==> config.mk <==
export PLATFORM = sky130hd
export DESIGN_NAME = tx_uart_logic
export DESIGN_NICKNAME = d
export VERILOG_FILES = /design/src/rtl/tx_uart_logic.sv
export SDC_FILE = /design/constraint.sdc
export NUM_CORES = 1
export LEC_CHECK = 0
export ABC_AREA = 1
export BUFFER_PORTS_ARGS = -buffer_cell sky130_fd_sc_hd__buf_2
export CAP_MARGIN = 20
export CORE_MARGIN = 2
export CORE_UTILIZATION = 58
export DETAILED_ROUTE_END_ITERATION = 6
export GPL_ROUTABILITY_DRIVEN = 0
export PLACE_DENSITY = 0.87
export SYNTH_ARGS = -nofsm -noshare
export SYNTH_HDL_FRONTEND = slang
export SYNTH_SLANG_ARGS = --single-unit
==> constraint.sdc <==
create_clock -name clk -period 4 [get_ports clk]
set_input_delay 0.6 -clock clk [delete_from_list [all_inputs] [get_ports clk]]
set_output_delay 0.6 -clock clk [all_outputs]
set_load 0.03 [all_outputs]
==> src/rtl/tx_uart_logic.sv <==
// UART transmit packet framer: sends cmd, len, len data bytes from the packet buffer, then ~checksum.
// Optional per-byte tx_done timeout abort is built when TXUART_TIMEOUT_EN is defined.
module tx_uart_logic #(
  parameter int NUMBER  = 256,
  parameter int TIMEOUT = 100000
) (
  input  logic                      clk,
  input  logic                      reset,
  input  logic                      start,
  input  logic [7:0]                cmd_tx,
  input  logic [7:0]                len_tx,
  output logic [$clog2(NUMBER)-1:0] rd_addr,
  input  logic [7:0]                rd_data,
  output logic [7:0]                tx_data,
  output logic                      tx_send,
  input  logic                      tx_done,
  output logic                      busy,
  output logic                      pck_sent,
  output logic                      tx_err
);
  localparam int AW = $clog2(NUMBER);

  typedef enum logic [2:0] {
    S_IDLE, S_FETCH, S_LOAD, S_SEND, S_WAIT
  } state_e;

  state_e      state_q, state_d;
  logic [7:0]  cmd_q, cmd_d;
  logic [7:0]  len_q, len_d;
  logic [7:0]  sum_q, sum_d;
  logic [7:0]  tx_data_q, tx_data_d;
  logic [9:0]  idx_q, idx_d;
  logic        pck_sent_q, pck_sent_d;

  logic [8:0]  len_buf;
  logic [9:0]  last_idx;
  logic        is_last;
  logic        is_data;
  logic [7:0]  byte_sel;

  // A zero length field encodes a full 256-byte payload.
  assign len_buf  = {len_q == 8'd0, len_q};
  assign last_idx = {1'b0, len_buf} + 10'd2;
  assign is_last  = (idx_q == last_idx);
  assign is_data  = (idx_q >= 10'd2) && (idx_q < last_idx);

  assign rd_addr  = is_data ? AW'(idx_q - 10'd2) : '0;
  assign busy     = (state_q != S_IDLE);
  assign tx_send  = (state_q == S_SEND);
  assign tx_data  = tx_data_q;
  assign pck_sent = pck_sent_q;

  always_comb begin
    byte_sel = rd_data;
    if (idx_q == 10'd0)      byte_sel = cmd_q;
    else if (idx_q == 10'd1) byte_sel = len_q;
    else if (is_last)        byte_sel = ~sum_q;
  end

`ifdef TXUART_TIMEOUT_EN
  localparam int TW = $clog2(TIMEOUT);
  logic [TW-1:0] cnt_q, cnt_d;
  logic          tx_err_q, tx_err_d;
  assign tx_err = tx_err_q;
`else
  assign tx_err = 1'b0;
`endif

  always_comb begin
    // NOTE: every next-state signal gets its hold value first so no branch can infer a latch.
    state_d    = state_q;
    cmd_d      = cmd_q;
    len_d      = len_q;
    sum_d      = sum_q;
    idx_d      = idx_q;
    tx_data_d  = tx_data_q;
    pck_sent_d = 1'b0;
`ifdef TXUART_TIMEOUT_EN
    cnt_d      = cnt_q;
    tx_err_d   = 1'b0;
`endif
    unique case (state_q)
      S_IDLE: begin
        if (start) begin
          cmd_d   = cmd_tx;
          len_d   = len_tx;
          idx_d   = '0;
          sum_d   = '0;
          state_d = S_FETCH;
        end
      end
      S_FETCH: state_d = S_LOAD;
      S_LOAD: begin
        tx_data_d = byte_sel;
        if (!is_last) sum_d = sum_q + byte_sel;
        state_d   = S_SEND;
      end
      S_SEND: begin
`ifdef TXUART_TIMEOUT_EN
        cnt_d   = '0;
`endif
        state_d = S_WAIT;
      end
      S_WAIT: begin
        if (tx_done) begin
          if (is_last) begin
            pck_sent_d = 1'b1;
            state_d    = S_IDLE;
          end else begin
            idx_d   = idx_q + 10'd1;
            state_d = S_FETCH;
          end
        end
`ifdef TXUART_TIMEOUT_EN
        // Abort fires so that tx_err lands exactly TIMEOUT cycles after tx_send.
        else if (cnt_q == TW'(TIMEOUT - 2)) begin
          tx_err_d = 1'b1;
          state_d  = S_IDLE;
        end else begin
          cnt_d = cnt_q + 1'b1;
        end
`endif
      end
      default: state_d = S_IDLE;
    endcase
  end

  always_ff @(posedge clk or negedge reset) begin
    if (!reset) begin
      state_q    <= S_IDLE;
      cmd_q      <= '0;
      len_q      <= '0;
      sum_q      <= '0;
      idx_q      <= '0;
      tx_data_q  <= '0;
      pck_sent_q <= 1'b0;
`ifdef TXUART_TIMEOUT_EN
      cnt_q      <= '0;
      tx_err_q   <= 1'b0;
`endif
    end else begin
      // NOTE: sequential state uses non-blocking assignments so all registers update together.
      state_q    <= state_d;
      cmd_q      <= cmd_d;
      len_q      <= len_d;
      sum_q      <= sum_d;
      idx_q      <= idx_d;
      tx_data_q  <= tx_data_d;
      pck_sent_q <= pck_sent_d;
`ifdef TXUART_TIMEOUT_EN
      cnt_q      <= cnt_d;
      tx_err_q   <= tx_err_d;
`endif
    end
  end

endmodule
After elaboration in Yosys (flattened, before gate mapping)
Index checks and enable logic that the tools add are counted.
- register bits after elaboration: 46
- latch bits: 0
- RAM bits: 0
- ROM bits: 0
- input bits: 28
- memories: 0
- add/sub/neg operators: 4
- multiply operators: 0
- div/mod/pow operators: 0
- $lt $le $gt $ge: 2
- equality and inequality tests: 10
- shift operators: 0
- mux-type cells: 18
- bitwise gates (word level): 1
- reduce and logical (&&, ||, !) cells: 11
- operators by type and width (cell ; count):
    $mux 8 ; 6
    $mux 10 ; 3
    $pmux 10 s2 ; 1
    $pmux 8 s2 ; 1
    $pmux 3 s5 ; 1
    $add 10x1->10 const B ; 1
    $add 9x2->10 const B ; 1
    $eq 10x1->1 const B ; 1
    $eq 10x10->1 ; 1
    $ge 10x2->1 const B ; 1
    $logic_not 10->1 ; 1
    $lt 10x10->1 ; 1
    $add 8x8->8 ; 1
    $logic_not 8->1 ; 1
    $ne 2x2->1 const B ; 4
    $not 8->8 ; 1
    $sub 8x2->8 const B ; 1
    $eq 3x2->1 const B ; 2
    $mux 3 ; 2
    $mux 1 ; 4
    $reduce_and 2->1 ; 2
    $reduce_and 4->1 ; 1
    $reduce_bool 2->1 ; 2
    $eq 3x1->1 const B ; 1
    5 further kinds ; 5

Depth between registers and ports, before layout
- word-level depth: 9
- depth in mapped cells: 25
- mapped depth without buffers: 24

Worst setup path after synthesis
Ideal clock, no wire load.
- kind: reg2reg
- from: reg len_q[3]
- to: reg sum_q[6]
- data arrival time: 3.437 ns
- slack: 0.480 ns
- stages on the path, launching flop included: 25
- buffers on the path: 1
- clock period less this slack: 3.520 ns
- path through: dfrtp_1 > inv_1 > nor3_1 > nand3_1 > nor3_1 > a21oi_1 > ha_1 > nand2_2 > nor2_4 > nand3_2 > buf_6 > o211ai_2 > o21ai_1 > a21oi_2 > ha_1 > inv_1 > fa_1 > nor2_1 > o21ai_0 > nand2_1 > nand2_1 > nand2_1 > a21oi_1 > and2_1 > o21ai_0
- cells in the longest elaborated chain, start to end: 9
- elaborated cells on any way between the ends: 11
- classes of those cells: 2 x add/sub; 2 x eq/ne; 5 x mux; 2 x reduce/logical
- ends and longest elaborated chain (element ; RTL line ; source):
    start, declared ; 29 ; logic [7:0] len_q, len_d;
    start signal, assigned ; 145 ; len_q <= len_d;
    $logic_not 8->1 ; 42 ; assign len_buf = {len_q == 8'd0, len_q};
    $add 9x2->10 * ; 43 ; assign last_idx = {1'b0, len_buf} + 10'd2;
    $eq 10x10->1 * ; 44 ; assign is_last = (idx_q == last_idx);
    $mux 8 * ; 57 ; else if (is_last) byte_sel = ~sum_q;
    $mux 8 * ; 56 ; else if (idx_q == 10'd1) byte_sel = len_q;
    $mux 8 * ; 55 ; if (idx_q == 10'd0) byte_sel = cmd_q;
    named net byte_sel[0] ; 39 ; logic [7:0] byte_sel;
    $add 8x8->8 * ; 95 ; if (!is_last) sum_d = sum_q + byte_sel;
    $mux 8 * ; 95 ;
    $pmux 8 s2 * ; 82 ; unique case (state_q)
    end signal, assigned ; 146 ; sum_q <= sum_d;
    end, declared ; 30 ; logic [7:0] sum_q, sum_d;
Mark *: on every way through the listed nets, which the timed path passes. The rest lies on a longest branch. The select of a mux whose other input is x is not followed.
A chain may end at the register's enable or synchronous reset.

Final worst setup path
- from: reg len_q[2]
- to: reg sum_q[7]
The elaborated chain is that of the path after synthesis.

==> results.rst <==
.. list-table::
   :header-rows: 1

   * - Metric
     - Value
   * - Run status
     - complete, no violations
   * - Worst-path fanout max
     - 10
   * - Post-route clock period utilization
     - 0.939
   * - Clock skew after layout
     - 0.0114 ns
   * - Sequential share of the synthesized area
     - 0.355
   * - Clock latency of the later-clocked register in the worst-skew pair
     - 0.31 ns
   * - Critical Path, Cell by Cell
     - buf_4, nor4_1, a21oi_1, ha_1, nand2_2, nor2_4, nand3_4, buf_4, buf_4, o211ai_1, o21ai_1, a21oi_2, ha_1, a21oi_1, o31ai_1, a21oi_1, inv_1, nand3_1, nand3_1, nand2_1
   * - Top area cells in the synthesized netlist
     - dfrtp_1, nand2_1, ha_1
   * - N_diodes
     - 0
   * - Max-slew headroom at the worst pin
     - 0.644
   * - Number of buffers inserted by port buffering
     - 46
   * - Max Cap Viol
     - 0
   * - Slack of the critical path
     - 0.243 ns
   * - TritonCTS clock tree
     - built
   * - Library cell occupying the most area in the post-synthesis netlist
     - dfrtp_1
   * - Number of nets in the layout
     - 519
   * - Cell variety after synth
     - 42
   * - Antenna Nets Post-Route
     - 0
   * - Type of element capturing the critical path
     - register
   * - Number of sinks on the clock net
     - 46
   * - Total chip power
     - 0.00336 W
   * - Flip-flop and latch count after synthesis
     - 46
   * - Gr usage total
     - 0.254
   * - Die width
     - 78.8 um
   * - Share of flip-flops with an asynchronous set or reset
     - 1.00
   * - Die Ht
     - 78.8 um
   * - Critical path buffers and inverters
     - 4
   * - Cell chosen for the clock root
     - clkbuf_8
   * - Post-synth top flop
     - dfrtp_1
   * - Worst path top cell family by delay
     - compound AO/OA/AOI/OAI gates
   * - Crit path max-delay cell type
     - dfrtp_1
   * - Number of antenna violations at the first check in global routing
     - 0
   * - Die ar.
     - 6210 um^2
   * - Clock slew at reported path FFs
     - 0.10 ns
   * - Depth of the worst register-to-register path
     - 20
   * - Global-route wire length before repair
     - 12600 um
   * - Number of clock buffers inserted by TritonCTS
     - 5
   * - Startpoint of the worst register-to-register path
     - len_q[2]$_DFFE_PN0P_
   * - Detailed placement HPWL
     - 5710 um
   * - Most used standard cell by instance count after synthesis
     - nand2_1
   * - Worst setup timing slack at the placement stage
     - 0.128 ns
   * - Crit Path Class
     - register to register
   * - Synth Warn #
     - 0
   * - Final max-slew violation count
     - 0
   * - Post-synthesis cell count
     - 416
   * - Count of flip-flops with a built-in enable after synthesis
     - 0
   * - Share of cells above drive strength 1
     - 0.223
   * - Mean instance size in the synthesized netlist
     - 7.80 um^2
   * - Bufs on Longest Clock Path
     - 2
   * - Util after Layout
     - 0.682
   * - Hold violation total from the final report
     - 0
   * - Crit path time final
     - 3.76 ns
   * - Count of H-tree levels built during CTS
     - 2
   * - Pwr per Cell Area
     - 907 nW/um^2
   * - Number of vias per cell after detailed routing
     - 5.65
   * - Slowest Stage Delay on Critical Path
     - 0.43 ns
   * - Remaining design rule violation count
     - 0
   * - Post-synthesis to final-layout area growth
     - 14.3%
   * - Number of cell rows
     - 27
   * - Top-Level Pins
     - 48
   * - Sum of overflow across all layers after global routing
     - 0
   * - DR vias
     - 3046
   * - Routed WL per cell
     - 15.0 um
   * - Yosys top cell area share
     - 0.355
   * - Post-synth net total
     - 469
   * - WP data arrival
     - 4.01 ns
   * - Req. time, crit path
     - 4.25 ns
   * - Reg-to-reg slack, setup
     - 0.24 ns
   * - First-pass DRT Iterations
     - 4
   * - Maximum number of pins on one net before global-route repair
     - 47
   * - Worst hold path type
     - input port to asynchronous set/reset pin
   * - Final setup violation count
     - 0
   * - Number of global-route vias before repair
     - 2834
   * - Fmax
     - 266 MHz
   * - Worst voltage drop across the vdd grid
     - 0.496 mV
   * - Reg-to-reg critical path endpoint
     - sum_q[7]$_DFFE_PN0P_
   * - Area inside the core boundary
     - 5440 um^2
   * - Leak
     - 1.93 nW
   * - Initial core utilization
     - 0.597
   * - Post-Synthesis Cell Area
     - 3250 um^2
   * - Transition at the pin with the smallest max-transition slack
     - 0.534 ns
   * - Total length of routed wires
     - 8110 um
   * - Type of origin of the critical path
     - register
   * - Number of DRC markers in iteration 0
     - 325
   * - Top cells by instance count after synthesis
     - nand2_1, dfrtp_1, inv_1
-- worst max path at each step --
stage / slack [ns] / start / endpoint / cells after the start
floorplan: 0.48 / len_q[3]$_DFFE_PN0P_ / sum_q[6]$_DFFE_PN0P_ / 24
global placement: 0.37 / len_q[3]$_DFFE_PN0P_ / sum_q[6]$_DFFE_PN0P_ / 23
detailed placement: 0.13 / len_q[3]$_DFFE_PN0P_ / sum_q[6]$_DFFE_PN0P_ / 23
CTS: 0.05 / len_q[3]$_DFFE_PN0P_ / sum_q[6]$_DFFE_PN0P_ / 23
global route: -0.07 / len_q[1]$_DFFE_PN0P_ / sum_q[6]$_DFFE_PN0P_ / 23
finish: 0.24 / len_q[2]$_DFFE_PN0P_ / sum_q[7]$_DFFE_PN0P_ / 20
-- cell usage in the layout (no fill, tap or decap), drive strengths merged, types with 7 or more instances in the layout --
cell | netlist | final
o211ai | 7 | 7
nor3 | 11 | 11
buf | 8 | 54
inv | 44 | 44
o21ai | 31 | 31
nor2 | 39 | 39
ha | 24 | 24
dfrtp | 46 | 46
nand2 | 119 | 119
xor2 | 12 | 12
a21oi | 25 | 25
nand3 | 20 | 20
-- registers in the layout, summed over array words and instances, names as in the netlist --
register  count
sum_q         8
pck_sent      1
idx_q        10
len_q         8
state_q       3
tx_data       8
cmd_q         8
-- cell families after synthesis --
group | after synthesis | synth area share
AO/OA/AOI/OAI | 71 | 0.138
XOR/XNOR | 13 | 0.0351
adder cells (fa/ha/maj) | 25 | 0.0987
buffers and inverters | 55 | 0.0783
flip-flops | 46 | 0.355
other | 2 | 0.00231
AND/OR/NAND/NOR | 204 | 0.293
-- worst reg2reg max path, cell delays in order, from the launching register on --
cell	delay (ns)
dfrtp_1	0.43
buf_4	0.15
nor4_1	0.40
a21oi_1	0.14
ha_1	0.30
nand2_2	0.08
nor2_4	0.15
nand3_4	0.15
buf_4	0.19
buf_4	0.16
o211ai_1	0.16
o21ai_1	0.12
a21oi_2	0.18
ha_1	0.31
a21oi_1	0.17
o31ai_1	0.08
a21oi_1	0.20
inv_1	0.08
nand3_1	0.10
nand3_1	0.08
nand2_1	0.06
-- final cells by class --
class	instances	area [um^2]
clock buffers	5	68.8
fillers	401	1730
flip-flops and latches	46	1150
repair buffers	54	310
multi-input cells	315	1870
inverters	44	170
clock inverters	3	45.0
well taps	72	90.1
-- report_power, final --
part           internal (W)  switching [W]  total (W)  leakage [nW]
logic              0.000692        0.00150    0.00219          1.29
registers          0.000639       0.000176   0.000815         0.591
clock network      0.000186       0.000172   0.000358        0.0504
total               0.00152        0.00185    0.00336          1.93
-- stage by stage --
| stage | hold WS [ns] | instances | instance area (um^2) | setup TNS, ns |
|---|---|---|---|---|
| after floorplan | 0.304 | 416 | 3250 | 0 |
| after global placement | 0.460 | 524 | 3490 | 0 |
| after detailed placement | 0.459 | 524 | 3490 | 0 |
| after CTS | 0.482 | 532 | 3600 | 0 |
| after global routing | 0.292 | 539 | 3710 | -0.0771 |
| final | 0.256 | 539 | 3710 | 0 |
-- timing repair --
| item | CTS | global route |
|---|---|---|
| gates resized for setup | 0 | 7 |
| setup endpoints to repair | 0 | 3 |
| hold buffers | 0 | 0 |
| setup buffers | 0 | 6 |
-- layer usage --
layer / track usage / share of wire / vias to the layer above
met5: 0 / 0 / -
met3: 0.0409 / 0.063 / 25
met4: 0.109 / 0.028 / 0
met2: 0.422 / 0.49 / 136
met1: 0.329 / 0.42 / 1429
li1: - / - / 1456
Power figures use the tool's default switching activity.
